[config.mk]
export PLATFORM = sky130hd
export DESIGN_NAME = mux_8
export DESIGN_NICKNAME = d
export VERILOG_FILES = /design/src/rtl/mux_8.sv
export SDC_FILE = /design/constraint.sdc
export NUM_CORES = 1
export LEC_CHECK = 0
export CAP_MARGIN = 20
export CELL_PAD_IN_SITES_DETAIL_PLACEMENT = 0
export CELL_PAD_IN_SITES_GLOBAL_PLACEMENT = 1
export CORE_MARGIN = 5
export CORE_UTILIZATION = 24
export CTS_CLUSTER_SIZE = 40
export DETAILED_ROUTE_END_ITERATION = 16
export GPL_TIMING_DRIVEN = 0
export PLACE_DENSITY = 0.87
export SYNTH_ARGS = -nofsm -noshare
export SYNTH_HDL_FRONTEND = slang
export SYNTH_SLANG_ARGS = --single-unit
[constraint.sdc]
create_clock -name clk -period 1 [get_ports clk]
set_input_delay 0.3 -clock clk [delete_from_list [all_inputs] [get_ports clk]]
set_output_delay 0.3 -clock clk [all_outputs]
set_load 0.01 [all_outputs]
[src/rtl/mux_8.sv]
// Registered 8-to-1 datapath multiplexer. Select codes at or above 8 are invalid:
// they load zero and raise sel_invalid. Both outputs update one cycle after select.
module mux_8 #(
  parameter int WIDTH     = 8,
  parameter int SEL_WIDTH = 4
) (
  input  logic                 clk,
  input  logic                 reset,
  input  logic [WIDTH-1:0]     in0,
  input  logic [WIDTH-1:0]     in1,
  input  logic [WIDTH-1:0]     in2,
  input  logic [WIDTH-1:0]     in3,
  input  logic [WIDTH-1:0]     in4,
  input  logic [WIDTH-1:0]     in5,
  input  logic [WIDTH-1:0]     in6,
  input  logic [WIDTH-1:0]     in7,
  input  logic [SEL_WIDTH-1:0] select,
  output logic [WIDTH-1:0]     out,
  output logic                 sel_invalid
);

  logic [WIDTH-1:0] data_p0;
  logic             invalid_p0;

  // Stage 0: full-width decode. Codes >= 8 fall to default and never alias onto inputs.
  always_comb begin
    data_p0    = '0;
    invalid_p0 = 1'b1;
    case (select)
      SEL_WIDTH'(0): begin data_p0 = in0; invalid_p0 = 1'b0; end
      SEL_WIDTH'(1): begin data_p0 = in1; invalid_p0 = 1'b0; end
      SEL_WIDTH'(2): begin data_p0 = in2; invalid_p0 = 1'b0; end
      SEL_WIDTH'(3): begin data_p0 = in3; invalid_p0 = 1'b0; end
      SEL_WIDTH'(4): begin data_p0 = in4; invalid_p0 = 1'b0; end
      SEL_WIDTH'(5): begin data_p0 = in5; invalid_p0 = 1'b0; end
      SEL_WIDTH'(6): begin data_p0 = in6; invalid_p0 = 1'b0; end
      SEL_WIDTH'(7): begin data_p0 = in7; invalid_p0 = 1'b0; end
      default: ;
    endcase
  end

  // Stage 1: output registers, reloaded every edge with no enable.
  always_ff @(posedge clk or posedge reset) begin
    if (reset) begin
      out         <= '0;
      sel_invalid <= 1'b0;
    end else begin
      out         <= data_p0;
      sel_invalid <= invalid_p0;
    end
  end

endmodule

Word level (Yosys, flattened, before mapping)
Index checks and enable logic that the tools add are counted.

cells by class
  divide/modulo/power cells = 0
  $lt $le $gt $ge = 0
  mux-type cells = 2
  bitwise operators = 0
  reduce and logical (&&, ||, !) cells = 2
  shift-type cells = 0
  add/subtract/negate cells = 0
  multipliers = 0
  equality and inequality tests = 7

operators with widths
  operator              number
  $pmux W8 S8           1
  $eq A4 B3 Y1 const B  4
  $eq A4 B2 Y1 const B  2
  $reduce_or A8 Y1      1
  $eq A4 B1 Y1 const B  1
  $logic_not A4 Y1      1
  $mux W1               1

word-level totals
  input bits = 70
  memory bits (read-only) = 0
  flip-flop bits (word level) = 9
  memories = 0
  logic and storage cells = 13
  RAM bits = 0
  output and inout port bits = 9
  latch bits = 0

Longest topological paths before layout
Gate-level depths: netlist (run 1).

  word-level depth = 3
  depth in mapped cells = 5
  depth with buffers taken out = 3

Worst setup path before layout (run 1)
No wires, ideal clock.

  path kind = in2reg
  start = in select[1]
  end = reg out[0]
  cell stages on the path = 5
  library setup time = 0.134 ns
  setup slack = -0.206 ns
  data arrival time = 1.072 ns
  data required time = 0.866 ns
  path buffers = 2
  path through = buf_6 buf_12 mux2_4 a22oi_1 nand4_1

between the ends
  cells in the longest elaborated chain, start to end = 2
  elaborated cells between the ends (all ways) = 9
  classes of those cells = 7 x eq/ne; 1 x mux; 1 x reduce/logical

ends and longest elaborated chain
  what                                  RTL line  source
  start, declared                       17        input logic [SEL_WIDTH-1:0] select,
  $eq A4 B3 Y1 (tied with other cells)  29        case (select)
  $pmux W8 S8 *                         29
  via data_p0[0]                        22        logic [WIDTH-1:0] data_p0;
  end signal, assigned                  48        out <= data_p0;
  end, declared                         18        output logic [WIDTH-1:0] out,

Mark *: on every way through the listed nets, which the timed path passes. The rest lies on a longest branch.

Worst setup path in the final report (run 1)
  start = in select[2]
  end = reg out[5]

The elaborated chain is that of the path after synthesis.

==> out/results.ini, run 1 <==
[sta]
fin_crit_sh_pct=106
tightest_slew_ns=0.422
rsz0062_at_grt=yes
setup_ws_ns=-0.0598
hold_viol=0
fmax_mhz=944
post-route-min-period_ns=1.06
hold-worst-slack_ns=0.330
drv_slew=0
setup_viol=13
relSlewSlack_pct=71.9

[global_route]
grt_pass1_vias=1225
grt_max_degree=11
gr-total-overflow=0
grtUsageTotal_pct=14.2
grt_pass1_wl_mm=5.89
antenna_found_initial=0

[final_layout]
final_common_cell=dlygate4sd2_1
diodes=0
final_cell_mix=dlygate4sd2_1 (27), clkdlybuf4s50_1 (24), and3b_1 (15)
drive_above_1_share_pct=39.3
nets=267
final_core_util_pct=53.1
syn2layout_area_growth_pct=115
fin_cells=246
fin_area_mm2=0.00212

[place]
place_area_mm2=0.00184
placed_cells=238
numPortBuffers=77
globalplace.congestion=0.692
dpl.hpwl_mm=3.09
preCtsSetupSlack_ns=-0.916

[clock_tree]
root_buffer=clkbuf_8
cts_tree=done
clkTransAtPathRegs_ns=0.04
cts_buffers=3
htreeDepth=1
cts.sinks=9
ctsLongestPathBuffers=2
ctsHoldBuffers=0

[floorplan]
die_h_um=74.2
io-pin-count=79
die_w_um=74.2
core-area_mm2=0.00400
initial_utilization_pct=24.7
dieArea_mm2=0.00551
rows=23

[detailed_routing]
drt-total-wl_mm=4.06
via_count=1166
drt_iter0_drc=26
wl_per_cell_um=16.5
ant_nets=0
viasPerCell=4.74
drt_pass1_iterations=4
drcViolationCount=0

[synth]
syn_nets=181
synth.distinct_cells=28
postSynthAreaPerCell_um2=8.92
syn_inst=111
syn-cell-area_um2=990
synth_seq_cells=9
synth-warning-count=0
yosysSeqAreaShare_pct=22.8

[power]
peakVddDrop_uv=288
power.leakage_nw=1.08
powerDensity_mw_per_mm2=701

[status]
run_status=finished, violations left
violations=setup timing

[run]
drv_cap=0

[critical_path]
worstSetupStartpointType=primary input
crit_type=primary input to flip-flop
cp.arrival_ns=1.19
critPathMaxFanout=6
cp.required_ns=1.13
startpoint=select[2]
end_kind=flip-flop

[min_path]
hp-class=primary input to async pin

[final timing paths]
check | slack [ns] | depth (start not counted) | endpoint
setup / recovery | -0.06 | 6 | out[5]
hold / removal | 0.33 | 2 | out[6]
max in group asynchronous | 0.43 | 2 | out[0]
min in group clk | 0.33 | 2 | sel_invalid
[stage by stage]
step           setup TNS (ns)  power (mW)
5_1_grt                -0.630        1.56
2_1_floorplan           -1.39       0.648
3_3_place_gp            -8.28        1.03
4_1_cts                -0.394        1.47
6_report               -0.231        1.49
3_5_place_dp            -8.43        1.03
[layer usage]
metal  wire, um  share of wire, %  vias to the layer above  global-route usage (%)
li1           -                 -                      590                       -
met1       1650                41                      522                    18.0
met2       2030                50                       47                    25.1
met3        308               7.6                        7                    1.76
met4         62               1.5                        0                    4.74
met5          0                 0                        -                       0
[cell families after synthesis]
logic type	share of synthesized area, %
simple gates	40.0
compound gates	18.0
buf+inv	8.72
flops	22.8
mux	10.6
[repair_timing]
action                                 in CTS  in global routing
setup buffers                               1                  1
setup endpoints to repair                  17                 17
endpoints found under the hold margin       0                  0
gates cloned                                2                  1
pin swaps                                  32                 30
resized for setup                         133                 32
[cell usage after synthesis]
| master | count | share of area [%] |
|---|---|---|
| nor4bb_1 | 1 | 1.0 |
| dfrtp_1 | 9 | 23 |
| a21bo_2 | 1 | 1.0 |
| nor4b_4 | 1 | 2.4 |
| nand4_1 | 7 | 4.4 |
| a21o_1 | 1 | 0.76 |
| nand2b_1 | 2 | 1.3 |
| and3_1 | 8 | 5.1 |
| and4bb_1 | 1 | 1.3 |
| nand2_1 | 8 | 3.0 |
| buf_6 | 2 | 2.3 |
| a2bb2oi_1 | 1 | 0.89 |
| a221oi_2 | 1 | 1.5 |
| inv_1 | 1 | 0.38 |
| clkbuf_1 | 4 | 1.5 |
| and3b_1 | 15 | 13 |
| o21ai_1 | 1 | 0.51 |
| nor2b_1 | 1 | 0.63 |
| nor2_1 | 2 | 0.76 |
| a22oi_1 | 7 | 5.3 |
| o221ai_1 | 1 | 0.89 |
| clkbuf_2 | 2 | 1.0 |
| and2b_1 | 1 | 0.76 |
| buf_12 | 1 | 2.0 |
| nor3b_1 | 8 | 6.1 |
| buf_2 | 3 | 1.5 |
| mux2_4 | 7 | 11 |
| o21ai_0 | 14 | 7.1 |
[report_power, final]
| group | total (mW) | leakage, nW | internal, mW | switching, mW |
|---|---|---|---|---|
| Sequential | 0.405 | 0.116 | 0.399 | 0.00660 |
| Clock | 0.415 | 0.0228 | 0.277 | 0.138 |
| Combinational | 0.667 | 0.939 | 0.414 | 0.253 |
| Total | 1.49 | 1.08 | 1.09 | 0.398 |
[final cells by class]
type | instances | area [um^2]
inverter | 1 | 3.75
fill | 398 | 1880
multi-input combinational | 89 | 865
timing repair buffer | 82 | 807
tap | 50 | 62.6
sequential | 9 | 225
clock buffer | 4 | 45.0
buffer | 11 | 115
[worst max-delay path: stages]
cell      delay (ns)
buf_8           0.11
buf_8           0.12
buf_4           0.13
nor4bb_4        0.27
a221oi_2        0.06
o221ai_2        0.21
[flip-flops by register name (all words and copies together), names as in the netlist]
register / flops
sel_invalid: 1
out: 8
Note: power is estimated with default switching activity, not from simulation.
==> inputs of run 2 (changes only) <==
Settings changed: CAP_MARGIN 20 to unset.
==> results of run 2 <==
Final layout, timing and power as in run 1 (identical DEF).
==> inputs of run 3 (changes only) <==
Settings changed: GPL_TIMING_DRIVEN 0 to 1.
==> run 3 against run 2 <==
The run still ends with setup timing left. Total power rose by 5.6%. Worst hold slack improved by 0.026 ns. Flip-flop and latch count did not move. Maximum frequency rose by 0.53%. Design area rose by 3.9%. First-iteration DRC count rose by 62%. Die area did not move. Routed wire length rose by 0.39%. Clock power rose by 4%. Non-clock buffer count rose by 8.
==> out/results.ini, run 3 (synthesized netlist as in run 1, its figures left out) <==
[status]
run_status=finished, violations left
violations=setup timing

[min_path]
hp-class=primary input to async pin

[critical_path]
crit_buf_inv=1
cp.arrival_ns=0.75
cpMaxStageDelayCell=dfrtp_1
path_cells=buf_6
startpoint=out[2]
crit_type=flip-flop to output pin
critPathMaxFanout=1
cp.required_ns=0.70
worstSetupStartpointType=flip-flop
end_kind=output pin
critPathTopFamily=flip-flops
critPathMaxStageDelay_ns=0.39

[power]
power.leakage_nw=1.07
p_switching_mw=0.427
power.share.clock_pct=27.6
comb_power_share_pct=46.4
peakVddDrop_uv=531
pwr-share-seq_pct=26.1
fin_total_pwr_mw=1.57
powerDensity_mw_per_mm2=712
internal_power_mw=1.14
p_sw_share_pct=27.2

[floorplan]
die_h_um=74.2
core-area_mm2=0.00400
dieArea_mm2=0.00551
initial_utilization_pct=24.7
die_w_um=74.2
rows=23
io-pin-count=79

[final_layout]
drive_above_1_share_pct=41.2
nets=275
top_register=out
final_cell_mix=clkdlybuf4s50_1 (37), dlygate4sd2_1 (20), and3b_1 (14), o21ai_2 (14), buf_4 (14)
fin_cells=254
reg_top3=out (8), sel_invalid (1)
largest_reg_flops=8
diodes=0
final_common_cell=clkdlybuf4s50_1
syn2layout_area_growth_pct=123

[detailed_routing]
viasPerCell=4.76
drt-total-wl_mm=4.08
wl_met2_mm=2.10
via_count=1210
drt_iter0_drc=42
drt_pass1_iterations=4
ant_nets=0
wl_per_cell_um=16.0
drcViolationCount=0
wl_met1_mm=1.52
wl_met3_um=418
dr.max_layer_used=met4

[clock_tree]
ctsHoldBuffers=0
ctsLongestPathBuffers=2
cts.sinks=9
clkTransAtPathRegs_ns=0.05
cts_tree=done
cts_buffers=3
htreeDepth=1
root_buffer=clkbuf_8

[place]
globalplace.congestion=0.738
dpl.hpwl_mm=2.98
preCtsSetupSlack_ns=-0.819
placed_cells=243
numPortBuffers=78

[sta]
setup_ws_ns=-0.0542
relSlewSlack_pct=82.1
post-route-min-period_ns=1.05
fin_crit_sh_pct=105
rsz0062_at_grt=yes
setup_tns_ns=-0.374
tightest_slew_ns=0.268
hold_viol=0
drv_slew=0
fmax_mhz=949
setup_viol=13

[global_route]
gr-total-overflow=0
grt_pass1_wl_mm=6.10
grtUsageTotal_pct=14.6
grt_pass1_vias=1252
grt_max_degree=18
antenna_found_initial=0

[run]
drv_cap=0

## run 3: worst paths after layout
kind	to	slack (ns)	depth (start not counted)
min in group clk	sel_invalid	0.37	2
max	out[2]	-0.05	1
min	out[1]	0.36	3
max in group asynchronous	out[6]	0.54	3
## run 3: metal layers
metal	vias up	GRT usage (%)
li1	608	-
met1	550	17.9
met2	47	25.8
met3	5	3.24
met4	0	3.56
met5	-	0
## run 3: timing repair
| action | in CTS | in global routing |
|---|---|---|
| hold endpoints to repair | 0 | 0 |
| cloned | 4 | 0 |
| resized for setup | 132 | 20 |
| pin swaps | 36 | 29 |
| setup endpoints to repair | 17 | 17 |
| setup buffers | 1 | 2 |
## run 3: stage by stage
| stage | util (%) | hold slack (ns) | cell area, um^2 |
|---|---|---|---|
| final | 55.2 | 0.356 | 2210 |
| after global placement | 47.4 | 0.607 | 1900 |
| after floorplan | - | 0.128 | 1000 |
| after CTS | 53.0 | 0.355 | 2120 |
| after detailed placement | 47.4 | 0.616 | 1900 |
| after global routing | 55.2 | 0.372 | 2210 |
## run 3: power by group through the flow
stage / clock network, mW / registers (mW) / logic [mW]
after CTS: 0.438 / 0.409 / 0.710
final: 0.433 / 0.409 / 0.729
after global placement: 0 / 0.414 / 0.640
after floorplan: 0 / 0.432 / 0.217
after global routing: 0.457 / 0.413 / 0.778
after detailed placement: 0 / 0.415 / 0.648
## run 3: area by class of cell
class / instances / area, um^2
multi-input combinational: 89 / 842
tap: 50 / 62.6
clock buffer: 3 / 41.3
timing repair buffer: 101 / 1030
inverter: 1 / 3.75
fill: 372 / 1790
sequential: 9 / 225
clock inverter: 1 / 5.00
